## config.mk

```make
export PLATFORM = sky130hd
export DESIGN_NAME = seqgen_flat
export DESIGN_NICKNAME = d
export VERILOG_FILES = /design/src/rtl/seq_pkg.sv /design/src/rtl/seqgen_if.sv /design/src/rtl/seqgen_piso.sv /design/src/rtl/seqgen.sv /design/src/flat_wrapper.sv
export SDC_FILE = /design/constraint.sdc
export NUM_CORES = 1
export LEC_CHECK = 0
export CAP_MARGIN = 25
export CORE_MARGIN = 1
export CORE_UTILIZATION = 30
export DETAILED_ROUTE_END_ITERATION = 6
export PLACE_DENSITY = 0.55
export SYNTH_ARGS = -nofsm -noshare
export SYNTH_HDL_FRONTEND = slang
export SYNTH_SLANG_ARGS = --single-unit
```

## constraint.sdc

```tcl
create_clock -name clock -period 1.7 [get_ports clock]
set_input_delay 0.17 -clock clock [delete_from_list [all_inputs] [get_ports clock]]
set_output_delay 0.17 -clock clock [all_outputs]
set_load 0.005 [all_outputs]
```

## src/rtl/seq_pkg.sv

```systemverilog
// Shared definitions for the seqgen transmitter and the seqdec detector:
// FSM state encodings and the default sync pattern.
package seq_pkg;

  localparam logic [1:0] ST_IDLE = 2'd0;
  localparam logic [1:0] ST_HEAD = 2'd1;
  localparam logic [1:0] ST_DATA = 2'd2;
  localparam logic [1:0] ST_GAP  = 2'd3;

  localparam int                  SYNC_LEN  = 4;
  localparam logic [SYNC_LEN-1:0] SYNC_1101 = 4'b1101;

  function automatic int max3(input int a, input int b, input int c);
    int m;
    m = a;
    if (b > m) m = b;
    if (c > m) m = c;
    return m;
  endfunction

endpackage

```

## src/rtl/seqgen_if.sv

```systemverilog
// Frame request handshake and serial output bundle of seqgen.
interface seqgen_if #(
  parameter int DATA_W = 8
) ();

  // A frame is accepted on a rising clock edge where start && ready; payload is
  // captured on that same edge. start while ready=0 is dropped, never queued.
  logic              start;
  logic [DATA_W-1:0] payload;
  logic              ready;
  logic              data_out;
  logic              bit_valid;
  logic              frame_done;

  modport master (
    output start, payload,
    input  ready, data_out, bit_valid, frame_done
  );

  modport slave (
    input  start, payload,
    output ready, data_out, bit_valid, frame_done
  );

endinterface

```

## src/rtl/seqgen_piso.sv

```systemverilog
// Parallel-in/serial-out payload register: MSB-first, left shift with zero fill.
module seqgen_piso #(
  parameter int W = 8
) (
  input  logic         clock,
  input  logic         reset_n,
  input  logic         load,
  input  logic         shift,
  input  logic [W-1:0] din,
  output logic         msb
);

  logic [W-1:0] sr;

  always_ff @(posedge clock or negedge reset_n) begin
    if (!reset_n) begin
      sr <= '0;
    end else if (load) begin
      sr <= din;
    end else if (shift) begin
      sr <= sr << 1;
    end
  end

  assign msb = sr[W-1];

endmodule

```

## src/rtl/seqgen.sv

```systemverilog
// Serial frame transmitter: sync header then payload, MSB first, one bit per
// clock, followed by an optional forced idle gap.
module seqgen
  import seq_pkg::*;
#(
  parameter int                 PAT_LEN = SYNC_LEN,
  parameter logic [PAT_LEN-1:0] PATTERN = SYNC_1101,
  parameter int                 DATA_W  = 8,
  parameter int                 GAP     = 1
) (
  input  logic       clock,
  input  logic       reset_n,
  seqgen_if.slave    bus,
  output logic [1:0] state_dbg
);

  localparam int CW = $clog2(max3(PAT_LEN, DATA_W, GAP) + 1);

  localparam logic [CW-1:0] ONE       = CW'(1);
  localparam logic [CW-1:0] HEAD_LAST = CW'(PAT_LEN - 1);
  localparam logic [CW-1:0] DATA_LAST = CW'(DATA_W - 1);
  localparam logic [CW-1:0] GAP_LAST  = CW'((GAP > 0) ? GAP - 1 : 0);

  logic [1:0]         state;
  logic [CW-1:0]      cnt;
  logic [PAT_LEN-1:0] hdr_sr;
  logic               dout_q;
  logic               valid_q;
  logic               done_q;
  logic               accept;
  logic               piso_shift;
  logic               piso_msb;

  assign accept     = (state == ST_IDLE) && bus.start;
  // The payload MSB goes out on the last header edge, so shifting starts there.
  assign piso_shift = ((state == ST_HEAD) && (cnt == '0)) ||
                      ((state == ST_DATA) && (cnt != '0));

  seqgen_piso #(.W(DATA_W)) u_piso (
    .clock   (clock),
    .reset_n (reset_n),
    .load    (accept),
    .shift   (piso_shift),
    .din     (bus.payload),
    .msb     (piso_msb)
  );

  always_ff @(posedge clock or negedge reset_n) begin
    if (!reset_n) begin
      state   <= ST_IDLE;
      cnt     <= '0;
      hdr_sr  <= '0;
      dout_q  <= 1'b0;
      valid_q <= 1'b0;
      done_q  <= 1'b0;
    end else begin
      done_q <= 1'b0;
      case (state)
        ST_IDLE: begin
          if (bus.start) begin
            state   <= ST_HEAD;
            cnt     <= HEAD_LAST;
            hdr_sr  <= PATTERN << 1;
            dout_q  <= PATTERN[PAT_LEN-1];
            valid_q <= 1'b1;
          end
        end
        ST_HEAD: begin
          if (cnt == '0) begin
            state  <= ST_DATA;
            cnt    <= DATA_LAST;
            dout_q <= piso_msb;
            done_q <= (DATA_W == 1);
          end else begin
            cnt    <= cnt - ONE;
            dout_q <= hdr_sr[PAT_LEN-1];
            hdr_sr <= hdr_sr << 1;
          end
        end
        ST_DATA: begin
          if (cnt == '0) begin
            dout_q  <= 1'b0;
            valid_q <= 1'b0;
            if (GAP > 0) begin
              state <= ST_GAP;
              cnt   <= GAP_LAST;
            end else begin
              state <= ST_IDLE;
            end
          end else begin
            cnt    <= cnt - ONE;
            dout_q <= piso_msb;
            done_q <= (cnt == ONE);
          end
        end
        ST_GAP: begin
          if (cnt == '0) begin
            state <= ST_IDLE;
          end else begin
            cnt <= cnt - ONE;
          end
        end
        default: state <= ST_IDLE;
      endcase
    end
  end

  assign bus.ready      = (state == ST_IDLE);
  assign bus.data_out   = dout_q;
  assign bus.bit_valid  = valid_q;
  assign bus.frame_done = done_q;
  assign state_dbg      = state;

endmodule

```

## src/flat_wrapper.sv

```systemverilog
// flat-port wrapper written by rule: the top's interface ports become plain ports
module seqgen_flat import seq_pkg::*;
#(
  parameter int                 PAT_LEN = SYNC_LEN,
  parameter logic [PAT_LEN-1:0] PATTERN = SYNC_1101,
  parameter int                 DATA_W  = 8,
  parameter int                 GAP     = 1
)
  (clock, reset_n, state_dbg, bus_start, bus_payload, bus_ready, bus_data_out, bus_bit_valid, bus_frame_done);
  seqgen_if #(.DATA_W(DATA_W)) bus_i ();
  input  logic clock;
  input  logic reset_n;
  output logic [1:0] state_dbg;
  input wire logic [$bits(bus_i.start)-1:0] bus_start;
  input wire logic [$bits(bus_i.payload)-1:0] bus_payload;
  output wire logic [$bits(bus_i.ready)-1:0] bus_ready;
  output wire logic [$bits(bus_i.data_out)-1:0] bus_data_out;
  output wire logic [$bits(bus_i.bit_valid)-1:0] bus_bit_valid;
  output wire logic [$bits(bus_i.frame_done)-1:0] bus_frame_done;
  assign bus_i.start = bus_start;
  assign bus_i.payload = bus_payload;
  assign bus_ready = bus_i.ready;
  assign bus_data_out = bus_i.data_out;
  assign bus_bit_valid = bus_i.bit_valid;
  assign bus_frame_done = bus_i.frame_done;
  seqgen #(.PAT_LEN(PAT_LEN), .PATTERN(PATTERN), .DATA_W(DATA_W), .GAP(GAP)) u_core (.clock(clock), .reset_n(reset_n), .bus(bus_i), .state_dbg(state_dbg));
endmodule
```

* After elaboration in Yosys (flattened, before gate mapping) *
Index checks and enable logic that the tools add are counted.

word-level totals
  output and inout bits = 6
  logic and storage cells = 57
  register bits after elaboration = 21
  bits of input ports = 11

operators by class
  $add $sub $neg = 1
  equality and inequality tests = 10
  mux-type cells = 23
  reductions and logical operators = 16

operators by type and width
  operator                                              count
  2-to-1 mux 4 bit                                      6
  2-to-1 mux 8 bit                                      2
  case mux 4 bit (4 select lines)                       1
  != test 2 bit (second input constant)                 5
  2-to-1 mux 2 bit                                      4
  case mux 2 bit (4 select lines)                       1
  case mux 4 bit (2 select lines)                       1
  2-to-1 mux 1 bit                                      6
  AND reduction 3 bit                                   2
  nonzero test 2 bit                                    3
  equality test 2 bit (second input constant)           2
  equality test 4 x 1 -> 1 bit (second input constant)  1
  logical NOT 4 bit                                     1
  AND reduction 2 bit                                   2
  AND reduction 4 bit                                   1
  nonzero test 4 bit                                    1
  subtractor 4 x 1 -> 4 bit (second input constant)     1
  logical AND 1 bit                                     3
  case mux 1 bit (3 select lines)                       1
  nonzero test 3 bit                                    1
  equality test 2 x 1 -> 1 bit (second input constant)  1
  logical NOT 2 bit                                     1
  != test 2 x 1 -> 1 bit (second input constant)        1
  case mux 1 bit (2 select lines)                       1
  logical OR 1 bit                                      1

* Logic depth before layout (Yosys ltp) *
Gate-level depths: netlist of the first run.

  depth in word-level cells = 5
  mapped depth = 6
  mapped depth without buffers = 5

* Modules after synthesis *
From an unflattened synthesis of the first run, not the netlist that was laid out.

unflattened totals
  cells, all modules = 121
  area total of the unflattened synthesis = 1142.3 µm²

modules (own cells, without submodules)
  module       cells an instance  seq. area each (µm²)  area an instance (µm²)  times used
  seqgen       87                 300.3                 773.2                   1
  seqgen_piso  34                 200.2                 369.1                   1

* Least setup slack after synthesis of the first run *
Ideal clock, no wire load.

  path type = reg-to-reg
  from = register u_core.cnt[0]
  to = register u_core.cnt[0]
  cell stages (with the launch flop) = 7
  required time = 1.560 ns
  path buffers = 1
  library setup time = 0.140 ns
  clock period less this slack = 1.742 ns
  data arrival time = 1.603 ns
  slack = -0.042 ns
  path through = dfrtp_1 inv_1 ha_1 or3b_1 buf_6 a2111oi_4 a311oi_1

on the way
  word-level cells in the longest chain between the ends = 3
  elaborated cells between the ends (all ways) = 8
  classes of those cells = add/sub (1); eq/ne (1); mux (4); reduce/logical (2)

RTL lines
  item                                                                    RTL line       source
  start, declared                                                         seqgen.sv:25   logic [CW-1:0] cnt;
  start signal, assigned                                                  seqgen.sv:75   cnt <= cnt - ONE;
  start signal, assigned                                                  seqgen.sv:91   cnt <= cnt - ONE;
  start signal, assigned                                                  seqgen.sv:100  cnt <= cnt - ONE;
  subtractor 4 x 1 -> 4 bit or logical NOT 4 bit (tied branches)          -
  2-to-1 mux 4 bit (tied with other cells)                                seqgen.sv:97   if (cnt == '0) begin
  case mux 4 bit (4 select lines) or AND reduction 2 bit (tied branches)  -

Parallel ways exist; a longest one is shown, timed or not. The select of a mux whose other input is x is not followed.
A chain may end at the register's enable or synchronous reset.

* Worst setup path in the final report of the first run *
  from = register u_core.cnt[1]
  to = register u_core.hdr_sr[3]

on the way
  word-level cells in the longest chain between the ends = 3

RTL lines
  item                                  RTL line      source
  logical NOT 4 bit                     seqgen.sv:69  if (cnt == '0) begin
  != test 2 bit (no source line)        -
  AND reduction 3 bit (no source line)  -
  end signal, assigned                  seqgen.sv:63  hdr_sr <= PATTERN << 1;
  end signal, assigned                  seqgen.sv:77  hdr_sr <= hdr_sr << 1;
  end, declared                         seqgen.sv:26  logic [PAT_LEN-1:0] hdr_sr;

Every way passes these cells.

==> reports/metrics.yaml, run 1 <==
period_needed_ps: 1650
cp_top_family: "simple AND/OR/NAND/NOR gates"
grt_pass1_vias: 1161
syn_area_mm2: 0.00131
hpwl_um: 2220
holdBufCountCts: 0
hp-class: "in2async"
critPathLaunch: "u_core.cnt[1]"
fmax_ghz: 0.604
core_area_mm2: 0.00409
worstMarginPinSlew_ps: 372
wl_per_cell_um: 14.8
path_class: "reg2reg"
drc_errors: 0
avgViaCountPerCell: 5.35
path_max_fanout: 5
io_pins: 17
rsz0062_at_grt: "yes"
fin_hold_ws_ps: 244
yosys_warnings: 0
setup_viol_count_final: 0
drtAntennaViolNets: 0
dp.cells: 216
vdd_drop_max_mv: 0.872
initial_core_util_pct: 32.0
antenna_found_initial: 0
cap_violations: 0
die-area_mm2: 0.00463
cts_sinks: 20
htree_levels: 1
antenna_cells: 0
grt_max_degree: 23
clk-insertion-delay-late_ps: 260
final_area_mm2: 0.00184
arrival_ps: 1840
required_ps: 1890
synth_seq_cells: 20
drt_iter0_markers: 53
track_usage_pct: 15.7
hold_viol: 0
syn_avg_cell_area_um2: 9.41
path_cells: "inv_2, ha_4, or3b_4, buf_4, buf_4, mux2i_1, a21boi_1"
mappedNetlistNets: 157
syn_inst: 139
path_buf_inv: 3
placed_cell_area_mm2: 0.00167
num_rows: 23
most-common-layout-cells: "25 x buf_4, 19 x dfrtp_1, 15 x clkdlybuf4s50_1"
mostFrequentLayoutCell: "buf_4"
period_share_pct: 97.3
clk_pin_slew_ps: 70
synthDistinctLibCells: 40
slew_headroom_pct: 75.2
grt_pass1_wl_um: 5420
die_h_um: 68.0
fillCellCount: 402
fp.dieW_um: 68.0
drive_gt1_share_pct: 28.4
cts_tree: "done"
drt-pass1-iter-count: 4
clock_path_buffers: 2
max_stage_delay_ps: 420
fin_skew_ps: 1.55
place_congestion: 0.824
utilization_pct: 45.1
startpoint_type: "flop"
crit_path_frequent_cell: "buf_4"
clock-root-buffer: "clkbuf_8"
slew_viol_final: 0
port_buffers: 16
synth-seq-area-share_pct: 38.3
area_growth_pct: 41.1
cp_slowest_cell: "or3b_4"
regArea_um2: 502
stdcell_count: 226
layout.nets: 195
reg2reg_from: "u_core.cnt[1]"
multiInputGateArea_um2: 796
cts_buffers: 3
fin_tns_setup_ps: 0
vias: 1210
power_density_mw_per_mm2: 2100
overflow: 0
status: "finished, final reports clean"
wirelength_um: 3360
p_leak_nw: 0.791
worstSetupEndpointType: "flop"
[final timing paths]
| check | end | depth (start not counted) | slack [ps] |
|---|---|---|---|
| max in group asynchronous | u_core.state_dbg[0] | 2 | 1230 |
| hold reg to reg | u_core.bus.bit_valid | 2 | 560 |
| setup / recovery | u_core.hdr_sr[3] | 7 | 50 |
| min in group clock | u_core.u_piso.sr[0] | 3 | 470 |
| hold / removal | u_core.u_piso.sr[5] | 2 | 240 |
| setup reg to reg | u_core.hdr_sr[3] | 7 | 50 |
[power by group]
group / switching, mW / internal, mW
sequential: 0.203 / 0.719
clock: 0.161 / 0.206
combinational: 1.18 / 1.40
[logic make-up (layout without fill, tap and decap cells)]
| logic type | Yosys count | in the layout | synth area share [%] |
|---|---|---|---|
| AOI/OAI and AO/OA | 48 | 48 | 28.3 |
| and+or+nand+nor | 42 | 42 | 17.4 |
| DFF | 20 | 20 | 38.3 |
| buffers and inverters | 18 | 55 | 6.22 |
| adders and majority gates | 7 | 7 | 6.70 |
| muxes | 3 | 3 | 2.39 |
| xor gates and xnor gates | 1 | 1 | 0.670 |
[cell usage after synthesis, drive strengths merged]
cell,instances,area (µm²)
a21oi,7,35.0
a22o,1,8.76
dfrtp,20,500
nand2b,2,12.5
nor2b,3,18.8
clkbuf,5,18.8
or3b,1,8.76
a311oi,4,41.3
a21bo,1,10.0
o2111ai,1,8.76
nand3,2,10.0
a41oi,1,8.76
o211ai,7,52.6
clkinv,1,3.75
a21boi,1,7.51
nand2,12,45.0
inv,6,22.5
nor2,10,37.5
nand4bb,2,22.5
mux2,1,11.3
a32o,1,10.0
ha,7,87.6
nor4,1,6.26
nor3b,3,27.5
a2111oi,1,27.5
nor4bb,1,10.0
o21a,1,7.51
buf,6,36.3
nor3,4,20.0
mux2i,2,20.0
xor2,1,8.76
o311ai,1,8.76
a2bb2oi,8,70.1
and3b,1,8.76
a31oi,7,43.8
o21ai,6,30.0
[stage by stage]
stage | power, mW | setup WS, ps
4_1_cts | 3.61 | -25.8
5_1_grt | 4.19 | -30.5
2_1_floorplan | 2.33 | 31.3
3_3_place_gp | 3.10 | 13.9
6_report | 3.87 | 45.4
3_5_place_dp | 3.15 | -47.3
[state kept, by name, indices dropped and copies added (netlist names)]
register               count
u_core.state_dbg           2
u_core.bus.frame_done      1
u_core.hdr_sr              3
u_core.bus.data_out        1
u_core.bus.bit_valid       1
u_core.cnt                 4
u_core.u_piso.sr           8
[layer usage]
metal	part of all wire, %	vias up	global-route usage [%]	wire length (µm)
li1	-	593	-	-
met1	48	595	21.2	1600
met2	49	22	25.5	1650
met3	3.0	0	4.00	100
met4	0	0	2.34	0
met5	0	-	0	0
[layout make-up]
class | count | share of cell area (%)
flip-flops and latches | 20 | 27.2
multi-input cells | 101 | 43.1
clock buffers | 4 | 2.99
inverters | 7 | 1.49
well taps | 50 | 3.39
repair buffers | 44 | 21.8
[worst register-to-register path, delay by kind of cell, from the launching register on]
family | cells | cell delay [ps]
DFF | 1 | 400
AOI/OAI and AO/OA | 1 | 150
and+or+nand+nor | 1 | 430
adders and majority gates | 1 | 140
muxes | 1 | 100
buffers and inverters | 3 | 380
[repair_timing]
item | in CTS | in global routing
resized for setup | 7 | 13
setup buffers | 0 | 6
setup endpoints to repair | 9 | 15
pin swaps | 0 | 4
endpoints found under the hold margin | 0 | 0
No activity file was read; power rests on OpenSTA's default activity.
==> run 2: changes to the inputs <==
Settings changed: CAP_MARGIN 25 to default, HOLD_SLACK_MARGIN from default to 0.03, SKIP_LAST_GASP from default to 1.
==> run 2 against run 1 <==
Final cell count unchanged; routed wire length hardly changed; final area grew 0.34%; largest cell class unchanged.
==> reports/metrics.yaml, run 2 (synthesized netlist as in run 1, its figures left out) <==
mostFrequentLayoutCell: "buf_4"
wl_per_cell_um: 14.8  # about the same
track_usage_pct: 15.7  # unchanged
power.total_mw: 3.88  # +0.41%
use_met1_pct: 21.2  # unchanged
path_buf_inv: 3  # unchanged
vias: 1207  # -0.25%
placed_cell_area_mm2: 0.00167  # unchanged
fin_tns_setup_ps: 0  # unchanged
top_register: "u_core.u_piso.sr"
path_max_fanout: 5  # unchanged
grt_pass1_vias: 1161  # unchanged
htree_levels: 1  # unchanged
clock-root-buffer: "clkbuf_8"
drt_iter0_markers: 49  # -7.5%
final_area_mm2: 0.00185  # +0.34%
r2r_slack_ps: 40  # about the same
reg_top3: "u_core.u_piso.sr (8), u_core.cnt (4), u_core.hdr_sr (3)"
grt_pass1_wl_um: 5420  # unchanged
io_pins: 17  # unchanged
status: "finished, final reports clean"
layout.nets: 195  # unchanged
r2r-end: "u_core.hdr_sr[3]"
clk_pin_slew_ps: 70  # about the same
drc_errors: 0  # unchanged
arrival_ps: 1840  # about the same
setup_viol_count_final: 0  # unchanged
hold_viol: 0  # unchanged
worstSetupEndpointType: "flop"
grt-busiest-layer: "met2"
hpwl_um: 2220  # unchanged
hp-class: "in2async"
antenna_found_initial: 0  # unchanged
die_h_um: 68.0  # unchanged
wirelength_um: 3350  # about the same
period_needed_ps: 1660  # +2.04 ps
port_buffers: 16  # unchanged
overflow: 0  # unchanged
power_density_mw_per_mm2: 2100  # about the same
place_congestion: 0.824  # unchanged
path_cells: "inv_2, ha_4, or3b_4, buf_4, buf_4, mux2i_1, a21boi_1"
cts_buffers: 3  # unchanged
largest_reg_flops: 8  # unchanged
drive_gt1_share_pct: 29.0  # +0.57 points
fin_hold_ws_ps: 245  # +0.736 ps
grtUsageMet3_pct: 4.00  # unchanged
most-common-layout-cells: "25 x buf_4, 19 x dfrtp_1, 15 x clkdlybuf4s50_1"
clock_path_buffers: 2  # unchanged
path_class: "reg2reg"
use_met2_pct: 25.5  # unchanged
max_stage_delay_ps: 420  # about the same
slew_viol_final: 0  # unchanged
cap_violations: 0  # unchanged
fmax_ghz: 0.604  # -0.12%
period_share_pct: 97.4  # +0.12 points
drt-pass1-iter-count: 4  # unchanged
required_ps: 1880  # about the same
initial_core_util_pct: 32.0  # unchanged
slew_headroom_pct: 75.3  # about the same
num_rows: 23  # unchanged
rsz0062_at_grt: "yes"
ff2ff_path_depth: 7  # unchanged
die-area_mm2: 0.00463  # unchanged
reg2reg_from: "u_core.cnt[1]"
vdd_drop_max_mv: 0.870  # -0.21%
fin_skew_ps: 1.76  # +0.209 ps
drtAntennaViolNets: 0  # unchanged
worstMarginPinSlew_ps: 371  # -0.812 ps
startpoint_type: "flop"
fillCellCount: 400  # -0.50%
cp_top_family: "simple AND/OR/NAND/NOR gates"
crit_path_frequent_cell: "buf_4"
grt_max_degree: 23  # unchanged
core_area_mm2: 0.00409  # unchanged
clk-insertion-delay-late_ps: 260  # about the same
cp_slowest_cell: "or3b_4"
cts_tree: "done"
antenna_cells: 0  # unchanged
p_leak_nw: 0.792  # about the same
avgViaCountPerCell: 5.34  # -0.25%
fp.dieW_um: 68.0  # unchanged
cts_sinks: 20  # unchanged
area_growth_pct: 41.5
run 2: cell types whose count changed in the layout (fill, tap and decap cells not counted):
cell / before / now
a2bb2oi_1: 8 / 7
a2bb2oi_2: 0 / 1
run 2: stage by stage:
| stage | util, % | instances | worst slack (ps) |
|---|---|---|---|
| finish | 45.3 | 226 | 43.4 |
| global route | 45.3 | 226 | -30.5 |
| CTS | 42.6 | 220 | -37.1 |
| detailed placement | 40.8 | 216 | -47.3 |
| global placement | 40.8 | 216 | 13.9 |
| floorplan | - | 139 | 31.3 |
run 2: worst register-to-register path: stages, from the launching register on:
cell and delay (ps):
dfrtp_1 400, inv_2 80, ha_4 140, or3b_4 420
buf_4 170, buf_4 130, mux2i_1 100, a21boi_1 150
run 2: area by class of cell:
| class | count | area (µm²) | share of cell area [%] |
|---|---|---|---|
| Sequential cell | 20 | 502 | 27.1 |
| Clock buffer | 4 | 55.1 | 2.97 |
| Tap cell | 50 | 62.6 | 3.38 |
| Inverter | 7 | 27.5 | 1.49 |
| Multi-Input combinational cell | 101 | 802 | 43.3 |
| Timing Repair Buffer | 44 | 402 | 21.7 |
run 2: metal layers:
metal | share of wire, % | wire length (µm) | vias up
met3 | 2.9 | 98 | 0
met4 | 0 | 0 | 0
li1 | - | - | 592
met5 | 0 | 0 | -
met2 | 49 | 1640 | 25
met1 | 48 | 1610 | 590
run 2: report_power, final:
part / total (mW) / internal [mW] / leakage [nW] / switching, mW
registers: 0.925 / 0.719 / 0.238 / 0.207
logic: 2.59 / 1.41 / 0.525 / 1.18
clock network: 0.366 / 0.206 / 0.0288 / 0.160
run 2: what timing repair did:
action	in CTS	in global routing
gates resized for setup	6	15
setup buffers	0	6
hold buffers	0	0
setup endpoints to repair	9	16
pin swaps	0	5
run 2: worst max-delay path by stage:
stage	startpoint	endpoint	depth (start not counted)
floorplan	u_core.cnt[0]	u_core.hdr_sr[2]	6
global placement	u_core.state_dbg[0]	u_core.cnt[2]	5
detailed placement	u_core.cnt[1]	u_core.hdr_sr[2]	5
CTS	u_core.state_dbg[0]	bus_ready	3
global route	u_core.cnt[1]	u_core.cnt[1]	5
finish	u_core.cnt[1]	u_core.hdr_sr[3]	7
==> run 3: changes to the inputs <==
--- a/config.mk
+++ b/config.mk
@@ -7,2 +7,3 @@
 export LEC_CHECK = 0
+export CAP_MARGIN = 0
 export CORE_MARGIN = 1
==> constraint.sdc (replaced) <==
create_clock -name clock -period 1.7 [get_ports clock]
set_input_delay 0.51 -clock clock [delete_from_list [all_inputs] [get_ports clock]]
set_output_delay 0.51 -clock clock [all_outputs]
set_load 0.005 [all_outputs]
==> run 3 against run 2 <==
Count of clock-buffer cells in the layout stayed put; sequential cell count stayed put; register-to-register slack worse by 30 ps; non-clock buffer count is 2 higher; die area stayed put; critical endpoint is now u_core.state_dbg[1]; critical path depth stayed put; power is 1.4% higher; maximum frequency is 1.8% lower; final area is 2.6% higher; clock power is 2% higher; clock skew is 1.0 ps higher.
==> reports/metrics.yaml, run 3 (synthesized netlist as in run 1, its figures left out) <==
status: "finished, final reports clean"
reg_top3: "u_core.u_piso.sr (8), u_core.cnt (4), u_core.hdr_sr (3)"
drt-pass1-iter-count: 4  # unchanged
startpoint_type: "flop"
wl_per_cell_um: 14.7  # -0.76%
slew_headroom_pct: 79.0  # +3.7 points
slew_viol_final: 0  # unchanged
vias: 1243  # +3.0%
antenna_found_initial: 0  # unchanged
arrival_ps: 1830  # about the same
num_rows: 23  # unchanged
area_growth_pct: 45.2
fin_skew_ps: 2.76  # +1.01 ps
drive_gt1_share_pct: 32.6  # +3.6 points
clk-insertion-delay-late_ps: 260  # about the same
max_stage_delay_ps: 380  # -40 ps
hold_viol: 0  # unchanged
placed_cell_area_mm2: 0.00169  # +1.1%
die-area_mm2: 0.00463  # unchanged
crit_end: "u_core.state_dbg[1]"
drt_iter0_markers: 31  # -37%
p_leak_nw: 0.803  # +1.4%
wl_met1_um: 1460  # -9.5%
fin_tns_setup_ps: 0  # unchanged
fp.dieW_um: 68.0  # unchanged
track_usage_pct: 16.1  # +0.42 points
wirelength_um: 3360  # +0.12%
final_area_mm2: 0.00190  # +2.6%
clock_path_buffers: 2  # unchanged
clock-root-buffer: "clkbuf_8"
period_share_pct: 99.2  # +1.8 points
grt_pass1_wl_um: 5610  # +3.6%
initial_core_util_pct: 32.0  # unchanged
critPathLaunch: "u_core.state_dbg[0]"
overflow: 0  # unchanged
antenna_cells: 0  # unchanged
path_cells: "buf_4, inv_2, ha_2, buf_6, nand2b_1, o21ai_2, mux2_2"
path_class: "reg2reg"
power_density_mw_per_mm2: 2080  # -1.1%
htree_levels: 1  # unchanged
setup_viol_count_final: 0  # unchanged
fmax_ghz: 0.593  # -1.8%
reg2reg_from: "u_core.state_dbg[0]"
drc_errors: 0  # unchanged
cp_slowest_cell: "dfrtp_1"
grt_pass1_vias: 1205  # +3.8%
grt_max_degree: 21  # -8.7%
rsz0062_at_grt: "yes"
most-common-layout-cells: "25 x buf_4, 20 x dfrtp_1, 12 x nand2_1, 12 x clkdlybuf4s50_1, 9 x nor2_1"
cts_sinks: 20  # unchanged
io_pins: 17  # unchanged
place_congestion: 0.819  # -0.61%
largest_reg_flops: 8  # unchanged
r2r_slack_ps: 10  # -30 ps
cts_buffers: 3  # unchanged
period_needed_ps: 1690  # +30.1 ps
top_register: "u_core.u_piso.sr"
required_ps: 1850  # -30 ps
die_h_um: 68.0  # unchanged
worstSetupEndpointType: "flop"
hp-class: "reg2reg"
worstMarginPinSlew_ps: 315  # -55.3 ps
route.met2.wl_um: 1700  # +3.3%
top_layer: "met4"
avgViaCountPerCell: 5.45  # +2.1%
ff2ff_path_depth: 7  # unchanged
drtAntennaViolNets: 0  # unchanged
mostFrequentLayoutCell: "buf_4"
cts_tree: "done"
clk_pin_slew_ps: 80  # about the same
core_area_mm2: 0.00409  # unchanged
routed-wl-met3_um: 133  # +36%
layout.nets: 197  # +1.0%
vdd_drop_max_mv: 0.625  # -28%
port_buffers: 16  # unchanged
r2r-end: "u_core.state_dbg[1]"
hpwl_um: 2320  # +4.7%
cap_violations: 0  # unchanged
path_max_fanout: 16  # +11
## run 3: worst min-delay path by stage
stage | from | to | slack [ps] | cells after the start
6_report | u_core.bus.bit_valid | u_core.bus.bit_valid | 580 | 2
5_1_grt | reset_n | u_core.u_piso.sr[3] | 610 | 2
4_1_cts | u_core.cnt[0] | u_core.cnt[0] | 590 | 2
3_5_place_dp | u_core.u_piso.sr[0] | u_core.u_piso.sr[0] | 570 | 2
3_3_place_gp | u_core.u_piso.sr[0] | u_core.u_piso.sr[0] | 570 | 2
2_1_floorplan | reset_n | u_core.bus.bit_valid | 210 | 0
## run 3: metal layers
metal	track usage [%]	vias to the layer above
met5	0	-
met1	21.2	613
li1	-	596
met4	4.17	0
met2	26.7	26
met3	3.17	8
## run 3: critical path, delay by kind of cell (launching register included)
kind / cells / cell delay, ps
AO/OA/AOI/OAI: 1 / 120
adder cells (fa/ha/maj): 1 / 190
buffers and inverters: 3 / 360
flip-flops: 1 / 380
multiplexers: 1 / 340
AND/OR/NAND/NOR: 1 / 180
## run 3: where the power goes
group / leakage, nW / internal [mW] / switching, mW
Combinational: 0.535 / 1.42 / 1.27
Sequential: 0.239 / 0.716 / 0.160
Clock: 0.0288 / 0.206 / 0.166
## run 3: stage by stage
stage | power [mW] | setup WS, ps | util (%) | std cells | hold WS (ps)
6_report | 3.94 | 13.3 | 46.4 | 228 | 580
5_1_grt | 4.27 | -87.2 | 46.4 | 228 | 612
3_3_place_gp | 3.10 | -105 | 41.2 | 220 | 566
2_1_floorplan | 2.33 | 31.3 | - | 139 | 214
3_5_place_dp | 3.16 | -131 | 41.2 | 220 | 573
4_1_cts | 3.60 | -74.6 | 43.2 | 226 | 593
## run 3: area by class of cell
| type | instances | area, µm² |
|---|---|---|
| Multi-Input combinational cell | 101 | 840 |
| Clock buffer | 4 | 55.1 |
| Sequential cell | 20 | 500 |
| Inverter | 7 | 28.8 |
| Fill cell | 395 | 2190 |
| Timing Repair Buffer | 46 | 412 |
| Tap cell | 50 | 62.6 |
## run 3: repair_timing
action | 4_1_cts | 5_1_grt
buffers inserted | 2 | 2
gates resized for setup | 6 | 28
pin swaps | 0 | 4
gates cloned | 0 | 0
hold buffers | 0 | 0
endpoints found under the setup margin | 15 | 20
